### src/rtl/radar_tx_defs_pkg.sv
// Shared definitions for the radar TX sample strober: FSM encodings and default idle sample.
package radar_tx_defs_pkg;

  typedef enum logic [1:0] {
    StIdle,
    StPrime,
    StRun,
    StFlush
  } state_e;

  localparam logic [31:0] DefaultIdleValue = 32'd0;

endpackage

### src/rtl/radar_tx_sample_fifo.sv
// Synchronous FIFO with first-word-fall-through head, sync clear and occupancy level.
module radar_tx_sample_fifo #(
  parameter int unsigned AW = 4,
  parameter int unsigned W  = 33
) (
  input  logic          clk,
  input  logic          reset_n,
  input  logic          clear,
  input  logic          wr_en,
  input  logic [W-1:0]  wr_data,
  input  logic          rd_en,
  output logic [W-1:0]  rd_data,
  output logic          full,
  output logic          empty,
  output logic [AW:0]   level
);

  localparam int unsigned Depth = 1 << AW;
  localparam logic [AW:0] DepthLvl = {1'b1, {AW{1'b0}}};

  logic [W-1:0]  mem [Depth];
  logic [AW-1:0] wr_ptr_q, wr_ptr_d;
  logic [AW-1:0] rd_ptr_q, rd_ptr_d;
  logic [AW:0]   level_q, level_d;
  logic          do_wr, do_rd;

  assign full    = (level_q == DepthLvl);
  assign empty   = (level_q == '0);
  assign level   = level_q;
  assign rd_data = mem[rd_ptr_q];
  // A full FIFO refuses writes even when a pop happens in the same cycle.
  assign do_wr   = wr_en & ~full;
  assign do_rd   = rd_en & ~empty;

  // Pointer and level next-state; pointers wrap naturally at AW bits.
  always_comb begin
    wr_ptr_d = do_wr ? wr_ptr_q + 1'b1 : wr_ptr_q;
    rd_ptr_d = do_rd ? rd_ptr_q + 1'b1 : rd_ptr_q;
    level_d  = level_q;
    unique case ({do_wr, do_rd})
      2'b10:   level_d = level_q + 1'b1;
      2'b01:   level_d = level_q - 1'b1;
      default: level_d = level_q;
    endcase
  end

  // Pointer/level state with async reset and synchronous flush.
  always_ff @(posedge clk or negedge reset_n) begin
    if (!reset_n) begin
      wr_ptr_q <= '0;
      rd_ptr_q <= '0;
      level_q  <= '0;
    end else if (clear) begin
      wr_ptr_q <= '0;
      rd_ptr_q <= '0;
      level_q  <= '0;
    end else begin
      wr_ptr_q <= wr_ptr_d;
      rd_ptr_q <= rd_ptr_d;
      level_q  <= level_d;
    end
  end

  // Storage array; contents need no reset since level gates visibility.
  always_ff @(posedge clk) begin
    if (do_wr) mem[wr_ptr_q] <= wr_data;
  end

endmodule

### src/rtl/radar_tx_sample_strober.sv
// Buffers the gated AXI-Stream sample feed and plays it out on the frontend strobe interface.
module radar_tx_sample_strober
  import radar_tx_defs_pkg::*;
#(
  parameter int unsigned FIFO_AW      = 4,
  parameter int unsigned PRIME_THRESH = 4,
  parameter logic [31:0] IDLE_VALUE   = DefaultIdleValue
) (
  input  logic               clk,
  input  logic               reset_n,
  input  logic               clear,
  input  logic [31:0]        in_tdata,
  input  logic               in_tlast,
  input  logic               in_tvalid,
  output logic               in_tready,
  input  logic               strobe,
  output logic               run,
  output logic [31:0]        sample,
  output logic               underrun,
  output logic               burst_done,
  output logic [31:0]        burst_samples,
  output logic [FIFO_AW:0]   fifo_level
);

  localparam logic [FIFO_AW:0] PrimeLvl = (FIFO_AW + 1)'(PRIME_THRESH);

  state_e             state_q, state_d;
  logic [31:0]        sample_q, sample_d;
  logic               underrun_q, underrun_d;
  logic               done_q, done_d;
  logic [31:0]        bsamp_q, bsamp_d;
  logic [31:0]        bcnt_q, bcnt_d;
  logic [FIFO_AW:0]   tl_cnt_q, tl_cnt_d;

  logic               push, pop, full, empty;
  logic [32:0]        head;
  logic               head_last;

  assign in_tready = ~full;
  assign push      = in_tvalid & ~full;
  assign head_last = head[32];

  radar_tx_sample_fifo #(
    .AW (FIFO_AW),
    .W  (33)
  ) u_fifo (
    .clk     (clk),
    .reset_n (reset_n),
    .clear   (clear),
    .wr_en   (push),
    .wr_data ({in_tlast, in_tdata}),
    .rd_en   (pop),
    .rd_data (head),
    .full    (full),
    .empty   (empty),
    .level   (fifo_level)
  );

  // Burst FSM: prime, stream on strobe, flush the remainder of a burst after an underrun.
  always_comb begin
    state_d    = state_q;
    pop        = 1'b0;
    sample_d   = sample_q;
    underrun_d = 1'b0;
    done_d     = 1'b0;
    bsamp_d    = bsamp_q;
    bcnt_d     = bcnt_q;
    unique case (state_q)
      StIdle: begin
        sample_d = IDLE_VALUE;
        if (!empty) state_d = StPrime;
      end
      StPrime: begin
        sample_d = IDLE_VALUE;
        // A buffered tlast means the whole (short) burst is present already.
        if (fifo_level >= PrimeLvl || tl_cnt_q != '0) state_d = StRun;
      end
      StRun: begin
        if (strobe) begin
          if (!empty) begin
            pop      = 1'b1;
            sample_d = head[31:0];
            bcnt_d   = bcnt_q + 32'd1;
            if (head_last) begin
              bsamp_d = bcnt_q + 32'd1;
              bcnt_d  = '0;
              done_d  = 1'b1;
              state_d = StIdle;
            end
          end else begin
            underrun_d = 1'b1;
            sample_d   = IDLE_VALUE;
            bcnt_d     = '0;
            state_d    = StFlush;
          end
        end
      end
      StFlush: begin
        sample_d = IDLE_VALUE;
        if (!empty) begin
          pop = 1'b1;
          if (head_last) state_d = StIdle;
        end
      end
      default: state_d = StIdle;
    endcase
  end

  // Count of tlast-marked entries currently buffered.
  always_comb begin
    tl_cnt_d = tl_cnt_q;
    unique case ({push & in_tlast, pop & head_last})
      2'b10:   tl_cnt_d = tl_cnt_q + 1'b1;
      2'b01:   tl_cnt_d = tl_cnt_q - 1'b1;
      default: tl_cnt_d = tl_cnt_q;
    endcase
  end

  // Control and output registers; clear overrides every other event.
  always_ff @(posedge clk or negedge reset_n) begin
    if (!reset_n) begin
      state_q    <= StIdle;
      sample_q   <= IDLE_VALUE;
      underrun_q <= 1'b0;
      done_q     <= 1'b0;
      bsamp_q    <= '0;
      bcnt_q     <= '0;
      tl_cnt_q   <= '0;
    end else if (clear) begin
      state_q    <= StIdle;
      sample_q   <= IDLE_VALUE;
      underrun_q <= 1'b0;
      done_q     <= 1'b0;
      bsamp_q    <= '0;
      bcnt_q     <= '0;
      tl_cnt_q   <= '0;
    end else begin
      state_q    <= state_d;
      sample_q   <= sample_d;
      underrun_q <= underrun_d;
      done_q     <= done_d;
      bsamp_q    <= bsamp_d;
      bcnt_q     <= bcnt_d;
      tl_cnt_q   <= tl_cnt_d;
    end
  end

  assign run           = (state_q == StRun);
  assign sample        = sample_q;
  assign underrun      = underrun_q;
  assign burst_done    = done_q;
  assign burst_samples = bsamp_q;

endmodule

### config.mk
export PLATFORM = sky130hd
export DESIGN_NAME = radar_tx_sample_strober
export DESIGN_NICKNAME = d
export VERILOG_FILES = /design/src/rtl/radar_tx_defs_pkg.sv /design/src/rtl/radar_tx_sample_fifo.sv /design/src/rtl/radar_tx_sample_strober.sv
export SDC_FILE = /design/constraint.sdc
export NUM_CORES = 1
export LEC_CHECK = 0
export BUFFER_PORTS_ARGS = -buffer_cell sky130_fd_sc_hd__clkbuf_2
export CAP_MARGIN = 20
export CORE_MARGIN = 2
export CORE_UTILIZATION = 35
export CTS_BUF_LIST = sky130_fd_sc_hd__clkbuf_4
export DETAILED_ROUTE_END_ITERATION = 10
export PLACE_DENSITY_LB_ADDON = 0.1
export SETUP_SLACK_MARGIN = 0.4
export SLEW_MARGIN = 30
export SYNTH_ARGS = -nofsm -noshare
export SYNTH_HDL_FRONTEND = slang
export SYNTH_SLANG_ARGS = --single-unit
### constraint.sdc
create_clock -name clk -period 6.4 [get_ports clk]
set_input_delay 0.32 -clock clk [delete_from_list [all_inputs] [get_ports clk]]
set_output_delay 0.32 -clock clk [all_outputs]
set_load 0.005 [all_outputs]
==> results of run 1 <==
[through the flow]
step | setup slack, ps | cells | power, W
floorplan | 3440 | 1399 | 0.00552
global placement | 2690 | 2416 | 0.00581
detailed placement | 2700 | 2416 | 0.00582
CTS | 2680 | 2770 | 0.00970
global route | 2500 | 2773 | 0.00999
finish | 2710 | 2773 | 0.00952
[power groups by stage]
| stage | clock (W) | sequential, W | combinational (W) |
|---|---|---|---|
| after floorplan | 0 | 0.00477 | 0.000741 |
| after global placement | 0 | 0.00484 | 0.000970 |
| after detailed placement | 0 | 0.00484 | 0.000977 |
| after CTS | 0.00394 | 0.00476 | 0.00101 |
| after global routing | 0.00414 | 0.00476 | 0.00108 |
| final | 0.00380 | 0.00475 | 0.000979 |
[cells by family (layout without fill, tap and decap cells)]
logic type | count (synthesis) | after routing | share of synthesized area, %
adders and majority gates | 10 | 10 | 0.485
buffers and inverters | 87 | 500 | 1.54
xor gates and xnor gates | 41 | 41 | 1.39
and+or+nand+nor | 205 | 205 | 4.10
AOI/OAI and AO/OA | 224 | 224 | 6.38
DFF | 646 | 646 | 72.9
other | 0 | 2 | 0
muxes | 186 | 186 | 13.2
[cell type report]
class | count | area (µm²) | share of cell area (%)
Timing Repair Buffer | 179 | 1210 | 4.00
Multi-Input combinational cell | 666 | 6650 | 22.0
Antenna cell | 2 | 5.00 | 0.0165
Clock inverter | 40 | 290 | 0.960
Clock buffer | 274 | 2060 | 6.80
Sequential cell | 646 | 18800 | 62.2
Tap cell | 959 | 1200 | 3.97
Inverter | 7 | 26.3 | 0.0869
[flip-flops by register name, indices dropped and copies added (netlist names)]
signal           flops
burst_done           1
burst_samples       32
u_fifo.mem         528
u_fifo.rd_ptr_q      4
tl_cnt_q             5
u_fifo.level         5
state_q              2
u_fifo.wr_ptr_q      4
underrun             1
sample              32
bcnt_q              32
[worst max-delay path, stage by stage, from the launching register on]
cell,delay [ps]
dfrtp_4,920
mux4_2,590
nor2_1,240
o22ai_4,180
and3_1,290
xor2_1,170
ha_1,230
or3_1,310
a21oi_1,150
a22oi_1,80
mux2_1,340
[cell usage after synthesis, drive strengths merged, types with 2 or more instances]
cell / number / area (µm²)
a31oi: 31 / 194
o2bb2ai: 4 / 35.0
ha: 10 / 125
nor4: 3 / 25.0
nor3b: 4 / 41.3
a221oi: 26 / 228
nand2: 54 / 203
nand4: 4 / 25.0
inv: 5 / 18.8
nand3: 16 / 80.1
o21ai: 31 / 155
and4: 8 / 70.1
nor2b: 5 / 31.3
o31ai: 4 / 30.0
a22o: 36 / 315
buf: 41 / 225
nand3b: 2 / 15.0
nand2b: 13 / 81.3
and3: 15 / 93.8
and2: 18 / 113
a41oi: 2 / 17.5
a21oi: 33 / 165
mux4: 123 / 2770
nor3: 12 / 65.1
edfxtp: 528 / 15900
xor2: 16 / 140
clkbuf: 39 / 146
o311ai: 2 / 17.5
mux2i: 59 / 591
a211oi: 13 / 143
a221o: 2 / 20.0
nor2: 45 / 171
clkinv: 2 / 7.51
a21o: 14 / 105
xnor2: 25 / 219
a22oi: 15 / 113
mux2: 4 / 45.0
dfrtp: 118 / 2950
or3: 4 / 25.0
[how the worst min path moves through the flow]
stage	to	slack, ps	depth (start not counted)
5_1_grt	u_fifo.mem[15][11]	240	2
2_1_floorplan	bcnt_q[0]	20	0
3_5_place_dp	burst_samples[30]	470	1
4_1_cts	u_fifo.mem[2][12]	160	2
3_3_place_gp	burst_samples[30]	460	1
6_report	u_fifo.mem[13][18]	290	2
[metal layers]
| metal | up-vias | GRT usage, % |
|---|---|---|
| met5 | - | 0 |
| met4 | 8 | 6.10 |
| met3 | 105 | 4.18 |
| met2 | 361 | 28.7 |
| met1 | 7397 | 22.3 |
| li1 | 6370 | - |
==> run metrics, run 1 <==
category of the most critical setup path reg2reg; count of flip-flops with a built-in enable after synthesis 528; Overflow after GRT 0; proportion of power drawn by flip-flops and latches 49.9%; RSZ-0062 raised after global routing false; most common cell after layout, fill and taps aside edfxtp_1; total of fill cells in the finished design 6566; number of slew-limit violations in the final report 0; Placeable Area 0.0730 mm²; internal power contribution 0.00723 W; final weighted congestion in routability-driven placement 0.751; number of nets with antenna violations after detailed routing 0; CP Capture Point tl_cnt_q[4]; FP Rows 99; latest clock arrival within the worst-skew pair 1000 ps; yosys warns 0; maximum number of pins on one net before global-route repair 81; wire length after detailed routing 64300 µm; CP Data Arrival Time 4510 ps; floorplan die width 275 µm; fraction of power consumed by combinational cells 10.3%; achievable frequency 0.271 GHz; Slew Limit Headroom 34.2%; register bit count reported by yosys 646; final hold violation count 0; Worst Tran Pin Value 987 ps; DRC marker count from the first detailed-route iteration 1026; post-detailed-placement cell area 0.0275 mm²; shortest period the worst path allows 3690 ps; final instance area 0.0303 mm²; ratio of cells with drive above 1 in the final layout 32.8%; Clock Sink Count 646; Resized Gates After CTS 0; top layer reached by signal wires met5; number of buffers added to fix hold violations after cts 40; H-tree Lvls 4; 1st-pass router iterations 5; share of the clock period used by the worst path 57.6%; number of antenna violations at the first check in global routing 5; sequential-to-total area share from yosys stat 72.9%; cell area after technology mapping 0.0258 mm²; Sw Pwr 0.00230 W; Worst-path clk slew 70 ps; commonest non-fill, non-tap cells in the layout edfxtp_1, clkbuf_4, mux4_2, dfrtp_1, clkbuf_2; predominant post-synthesis flop cell edfxtp_1; detailed-routed wire length on met3 3040 µm; maximum fanout count along the critical path 39; Crit. Startpoint u_fifo.rd_ptr_q[0]; Clock Tree Root clkbuf_4; worst hold margin 289 ps; class of the most critical hold timing path in2reg; total half-perimeter wirelength after legalization and detailed placement 32600 µm; post-detailed-route wirelength per cell 23.2 µm; routed length on met2 31900 µm; average instance area after synthesis 18.4 µm²; synthesized instance count 1399; launch instance of the worst register-to-register path u_fifo.rd_ptr_q[0]; number of maximum-capacitance constraint violations 0; cell count of the worst reg-to-reg path 10; Initial Utilization 35.4%; Crit Reg-Reg Endpoint tl_cnt_q[4]; post-CTS setup repair buffer count 0; Layout Nets 1720; startpoint of the most critical hold path in_tdata[18]; via density per instance 5.14; Inserted Clock Buffers 172; required time reported for the critical path endpoint 7220 ps; vias in the first global route 14.9k; net count after synthesis 1447; TritonCTS clock tree built; total of buffers placed on input and output ports 110; overall track demand over capacity in global routing 17.3%; Worst Setup Start Kind register; Pwr Density 315 mW/mm²; setup_tns 0 ps; r2r setup slk 2710 ps; maximum clock insertion buffer count 3; total routed wire length on the met1 layer 28100 µm; wire length of the first global-routing pass 95200 µm; final core occ 41.5%; switching share of power 24.1%; top-level I/O count 111; result of the run complete, no violations; async set or reset register ratio after synthesis 18.3%; cell leakage power 10.6 nW; kind of end point of the critical path register; Final setup viols 0; synthesis-to-finish area growth 17.3%; DRC violation count after routing 0; detailed-route via count 14.2k; share of power burned in the clock network 39.8%; full die area 0.0759 mm²; count of cell types in the netlist 61; die height 275 µm; post-route clock skew 73.8 ps; worst supply voltage drop on vdd 0.000137 V
Power figures use the tool's default switching activity.
==> run 2: changes to the inputs <==
Clock period 6.4 ns to 3.35 ns, I/O delays scaled along.
==> run 2 against run 1 <==
Maximum frequency is 27% higher. Setup slack worse by 2300 ps. Via count is 0.58% higher. Clock-buffer cell count is 7 lower.
==> run metrics, run 2 (synthesis gave the netlist of run 1 again) <==
critical path, cell by cell mux4_2, nor2_4, o22ai_4, and3_4, xor2_1, ha_2, or3_1, a21oi_2, a22oi_1, mux2_1; most common cell after layout, fill and taps aside edfxtp_1; full die area 0.0759 mm² (unchanged); die height 275 µm (unchanged); met2 layer usage reported by global route 28.3% (-0.36 points); number of slew-limit violations in the final report 0 (unchanged); Layout Nets 1762 (+2.4%); global routing's busiest layer met2; Cells on Worst Hold Path 2 (unchanged); via density per instance 5.10 (-0.71%); Overflow after GRT 0 (unchanged); ratio of cells with drive above 1 in the final layout 34.1% (+1.4 points); achievable frequency 0.345 GHz (+27%); final setup slack of the worst path 455 ps (-2260 ps); maximum fanout count along the critical path 7 (-82%); post-detailed-route wirelength per cell 23.0 µm (-0.70%); largest delay contributor family on the critical path multiplexers; overall track demand over capacity in global routing 17.4% (+0.065 points); worst supply voltage drop on vdd 0.000293 V (+110%); top-level I/O count 111 (unchanged); post-placement setup slack 284 ps (-2420 ps); Worst-path clk slew 70 ps (about the same); number of nets with antenna violations after detailed routing 0 (unchanged); GRT met3 Usage 4.00% (-0.17 points); required time reported for the critical path endpoint 4180 ps (-3040 ps); WP buf/inv 0 (unchanged); final weighted congestion in routability-driven placement 0.750 (about the same); detailed-route via count 14.3k (+0.58%); FP Rows 99 (unchanged); number of antenna violations at the first check in global routing 3 (-2); H-tree Lvls 4 (unchanged); 1st-pass router iterations 5 (unchanged); Initial Utilization 35.4% (unchanged); setup_tns 0 ps (unchanged); Worst Tran Pin Value 849 ps (-139 ps); CP Data Arrival Time 3720 ps (-790 ps); Inserted Clock Buffers 172 (unchanged); Clock Tree Root clkbuf_4; total half-perimeter wirelength after legalization and detailed placement 35300 µm (+8.3%); total power 0.0183 W (+92%); Slew Limit Headroom 43.4% (+9.3 points); category of the most critical setup path reg2reg; DRC violation count after routing 0 (unchanged); vias in the first global route 15.0k (+0.29%); share of the clock period used by the worst path 86.4% (+29 points); TritonCTS clock tree built; Final setup viols 0 (unchanged); Worst Setup Start Kind register; cell count of the worst reg-to-reg path 10 (unchanged); Largest stage delay, worst path 550 ps (-370 ps); kind of end point of the critical path register; wire length of the first global-routing pass 95600 µm (+0.45%); Crit. path cell count 10 (unchanged); wire length after detailed routing 64700 µm (+0.59%); number of maximum-capacitance constraint violations 0 (unchanged); maximum number of pins on one net before global-route repair 81 (unchanged); synthesis-to-finish area growth 19.0%; class of the most critical hold timing path in2reg; cell with the largest stage delay on the worst path mux4_2; latest clock arrival within the worst-skew pair 1000 ps (about the same); DRC marker count from the first detailed-route iteration 823 (-20%); Placeable Area 0.0730 mm² (unchanged); Clock Sink Count 646 (unchanged); shortest period the worst path allows 2890 ps (-791 ps); commonest non-fill, non-tap cells in the layout edfxtp_1, clkbuf_4, mux4_2, dfrtp_1, clkbuf_2; Pwr Density 596 mW/mm² (+89%); maximum clock insertion buffer count 3 (unchanged); max reg flops 528 (unchanged); total of buffers placed on input and output ports 110 (unchanged); RSZ-0062 raised after global routing false; largest register by flop count u_fifo.mem; final hold violation count 0 (unchanged); met1 track utilization from global routing 22.8% (+0.56 points); cell leakage power 10.8 nW (+2.1%); final core occ 42.1% (+0.63 points); result of the run complete, no violations; post-route clock skew 55.8 ps (-18.0 ps); floorplan die width 275 µm (unchanged)
[run 2: stage by stage]
stage / instance area, µm² / hold slack (ps) / std cells
2_1_floorplan: 25800 / -128 / 1399
3_3_place_gp: 27800 / 357 / 2443
3_5_place_dp: 27800 / 334 / 2444
4_1_cts: 30600 / 4.17 / 2801
5_1_grt: 30700 / 91.6 / 2808
6_report: 30700 / 134 / 2809
[run 2: path summary, 6_finish.rpt]
path	from	to	slack, ps
min reg2reg	sample[6]	sample[6]	480
min	in_tdata[2]	u_fifo.mem[9][2]	130
max in group asynchronous	reset_n	sample[27]	2500
max reg2reg	u_fifo.rd_ptr_q[0]	tl_cnt_q[4]	460
min in group asynchronous	reset_n	sample[4]	370
max	u_fifo.rd_ptr_q[0]	tl_cnt_q[4]	460
[run 2: repair_timing]
action                     4_1_cts  5_1_grt
pin swaps                        0        3
hold buffers                    47        0
hold endpoints to repair       713        0
setup buffers                    2        6
setup endpoints to repair        1        2
gates resized for setup          5        7
[run 2: cell type report]
class,count,area [µm²]
fill,6595,42200
inverter,7,26.3
antenna,2,5.00
multi-input combinational,666,6670
timing repair buffer,221,1660
sequential,646,18800
clock buffer,267,2000
tap,959,1200
clock inverter,41,322
[run 2: power by group]
| group | internal, W | switching [W] |
|---|---|---|
| clock network | 0.00400 | 0.00322 |
| registers | 0.00889 | 0.000130 |
| logic | 0.000991 | 0.00105 |
| total | 0.0139 | 0.00440 |
[run 2: worst register-to-register path, cell delays in order, from the launching register on]
cell and delay [ps]:
dfrtp_4 480, mux4_2 550, nor2_4 160, o22ai_4 90
and3_4 200, xor2_1 150, ha_2 200, or3_1 340
a21oi_2 150, a22oi_1 90, mux2_1 330
[run 2: layer usage]
metal | vias up | wire, µm
li1 | 6453 | -
met1 | 7393 | 28400
met2 | 370 | 31700
met3 | 106 | 3210
met4 | 2 | 1280
met5 | - | 13
==> run 3: changes to the inputs <==
Settings changed: CTS_BUF_LIST sky130_fd_sc_hd__clkbuf_4 to default.
==> run 3 against run 2 <==
Flip-flop and latch count is the same. Via count fell by 4.9%. Maximum frequency increased by 1.8%. Non-clock buffer count is 17 lower. Sequential power hardly changed. Hold slack got worse by 110 ps. First-iteration DRC count is 15% higher. Combinational power decreased by 2%. Clock-buffer cell count decreased by 167. Critical endpoint unchanged.
==> run metrics, run 3 (synthesis gave the netlist of run 1 again) <==
number of slew-limit violations in the final report 0 (unchanged); maximum clock insertion buffer count 3 (unchanged); latest clock arrival within the worst-skew pair 620 ps (-380 ps); Crit. path cell count 10 (unchanged); Final setup viols 0 (unchanged); launch instance of the worst register-to-register path u_fifo.rd_ptr_q[0]; cell count of the worst reg-to-reg path 10 (unchanged); category of the most critical setup path reg2reg; FP Rows 99 (unchanged); 1st-pass router iterations 7 (+2); critical path, cell by cell mux4_2, nor2_4, o22ai_4, and3_4, xor2_1, ha_2, or3_1, a21oi_1, a22oi_1, mux2_1; Largest stage delay, worst path 550 ps (about the same); worst supply voltage drop on vdd 0.000350 V (+19%); Worst Setup Start Kind register; final weighted congestion in routability-driven placement 0.750 (unchanged); synthesis-to-finish area growth 18.5%; detailed-route via count 13.6k (-4.9%); via density per instance 5.21 (+2.2%); CP Data Arrival Time 3320 ps (-400 ps); share of power burned in the clock network 41.8% (+2.3 points); post-route clock skew 19.5 ps (-36.3 ps); wire length after detailed routing 63100 µm (-2.3%); overall track demand over capacity in global routing 16.8% (-0.55 points); TritonCTS clock tree built; met2 layer usage reported by global route 27.8% (-0.49 points); maximum fanout count along the critical path 7 (unchanged); RSZ-0062 raised after global routing false; Slew Limit Headroom 42.3% (-1.1 points); internal power contribution 0.0146 W (+4.9%); total placed cells including tap cells 2444 (unchanged); Inserted Clock Buffers 73 (-58%); Sw Pwr 0.00436 W (-1.1%); wire length of the first global-routing pass 93600 µm (-2.1%); largest register by flop count u_fifo.mem; share of the clock period used by the worst path 84.9% (-1.5 points); top-level I/O count 111 (unchanged); Layout Nets 1646 (-6.6%); fraction of power consumed by combinational cells 10.6% (-0.6 points); commonest non-fill, non-tap cells in the layout edfxtp_1, mux4_2, dfrtp_1, clkbuf_2, clkbuf_16; kind of end point of the critical path register; Crit Reg-Reg Endpoint tl_cnt_q[4]; class of the most critical hold timing path in2async; floorplan die width 275 µm (unchanged); WP buf/inv 0 (unchanged); total of buffers placed on input and output ports 110 (unchanged); Worst-path clk slew 60 ps (about the same); number of maximum-capacitance constraint violations 0 (unchanged); full die area 0.0759 mm² (unchanged); met1 track utilization from global routing 23.3% (+0.49 points); post-detailed-route wirelength per cell 24.2 µm (+5.0%); DRC violation count after routing 0 (unchanged); global routing's busiest layer met2; number of antenna violations at the first check in global routing 1 (-2); Worst Tran Pin Value 865 ps (+16.4 ps); Placeable Area 0.0730 mm² (unchanged); Pwr Density 619 mW/mm² (+3.9%); number of inserted diodes 0 (-2); CP Capture Point tl_cnt_q[4]; GRT met3 Usage 2.72% (-1.3 points); ratio of cells with drive above 1 in the final layout 26.7% (-7.4 points); total of fill cells in the finished design 6484 (-1.7%); final hold violation count 0 (unchanged); final instance area 0.0306 mm² (-0.42%); total half-perimeter wirelength after legalization and detailed placement 35300 µm (unchanged); vias in the first global route 14.0k (-6.3%); cell with the largest stage delay on the worst path mux4_2; cell leakage power 10.5 nW (-2.9%); DRC marker count from the first detailed-route iteration 945 (+15%); most common cell after layout, fill and taps aside edfxtp_1; setup_tns 0 ps (unchanged); Clock Sink Count 646 (unchanged); shortest period the worst path allows 2840 ps (-51.2 ps); result of the run complete, no violations; max reg flops 528 (unchanged); largest delay contributor family on the critical path multiplexers; Clock Tree Root clkbuf_16; Initial Utilization 35.4% (unchanged); number of non-filler instances in the completed layout 2613 (-7.0%); required time reported for the critical path endpoint 3830 ps (-350 ps); r2r setup slk 510 ps (+50 ps); maximum number of pins on one net before global-route repair 84 (+3.7%); switching share of power 23.0% (-1.0 points); post-detailed-placement cell area 0.0278 mm² (unchanged); achievable frequency 0.352 GHz (+1.8%); Crit. Startpoint u_fifo.rd_ptr_q[0]; proportion of power drawn by flip-flops and latches 47.7% (-1.6 points); die height 275 µm (unchanged); number of nets with antenna violations after detailed routing 0 (unchanged); H-tree Lvls 3 (-1); Overflow after GRT 0 (unchanged)
run 3: cell types whose count changed in the layout (fill, tap and decap cells not counted), moves of 5 or more:
cell / change
clkbuf_16: +75
dlygate4sd3_1: -11
clkbuf_4: -267
clkinv_2: +6
clkbuf_1: +20
clkbuf_8: +5
clkinv_1: -17
buf_4: -5
run 3: worst reg2reg max path, delay by kind of cell, from the launching register on:
kind | cells | cell delay, ps
xor+xnor | 1 | 150
fa+ha+maj | 1 | 200
compound gates | 3 | 340
flops | 1 | 490
simple gates | 3 | 660
mux | 2 | 880
run 3: area by class of cell:
type | instances | area, µm² | share of cell area, %
Inverter | 7 | 26.3 | 0.0859
Timing Repair Buffer | 204 | 1500 | 4.91
Tap cell | 959 | 1200 | 3.92
Multi-Input combinational cell | 666 | 6660 | 21.8
Clock buffer | 100 | 2020 | 6.61
Sequential cell | 646 | 18800 | 61.5
Clock inverter | 31 | 359 | 1.17
run 3: timing repair:
action                                 4_1_cts  5_1_grt
endpoints found under the hold margin      594        0
hold buffers                                34        0
gates resized for setup                      2        4
setup endpoints to repair                    1        1
buffers inserted                             1        2
pin swaps                                    0        2
run 3: routing by layer:
metal  share of wire (%)  routed length, µm
met5               0.021                 13
met4                 1.9               1220
met3                 3.9               2480
met2                  49              30900
met1                  45              28600
run 3: metrics by stage:
step / total power, W / worst slack (ps) / hold WS, ps / util [%]
after floorplan: 0.0105 / 401 / -128 / -
after global placement: 0.0112 / 277 / 357 / 38.1
after detailed placement: 0.0112 / 284 / 334 / 38.1
after CTS: 0.0192 / 408 / 116 / 41.8
after global routing: 0.0197 / 397 / 20.6 / 41.9
final: 0.0189 / 506 / 22.2 / 41.9
run 3: worst min path at each step:
stage                 start                end  slack (ps)  cells past startpoint
global placement    reset_n  burst_samples[30]         360                      1
detailed placement  reset_n  burst_samples[30]         330                      1
floorplan           reset_n          bcnt_q[0]        -130                      0
finish              reset_n    u_fifo.level[2]          20                      2
CTS                  strobe         bcnt_q[19]         120                      5
global route        reset_n    u_fifo.level[2]          20                      2
run 3: power by group through the flow:
stage | combinational (W) | clock [W] | sequential, W
2_1_floorplan | 0.00142 | 0 | 0.00912
3_3_place_gp | 0.00197 | 0 | 0.00918
3_5_place_dp | 0.00199 | 0 | 0.00919
4_1_cts | 0.00204 | 0.00812 | 0.00902
5_1_grt | 0.00219 | 0.00845 | 0.00904
6_report | 0.00200 | 0.00790 | 0.00902
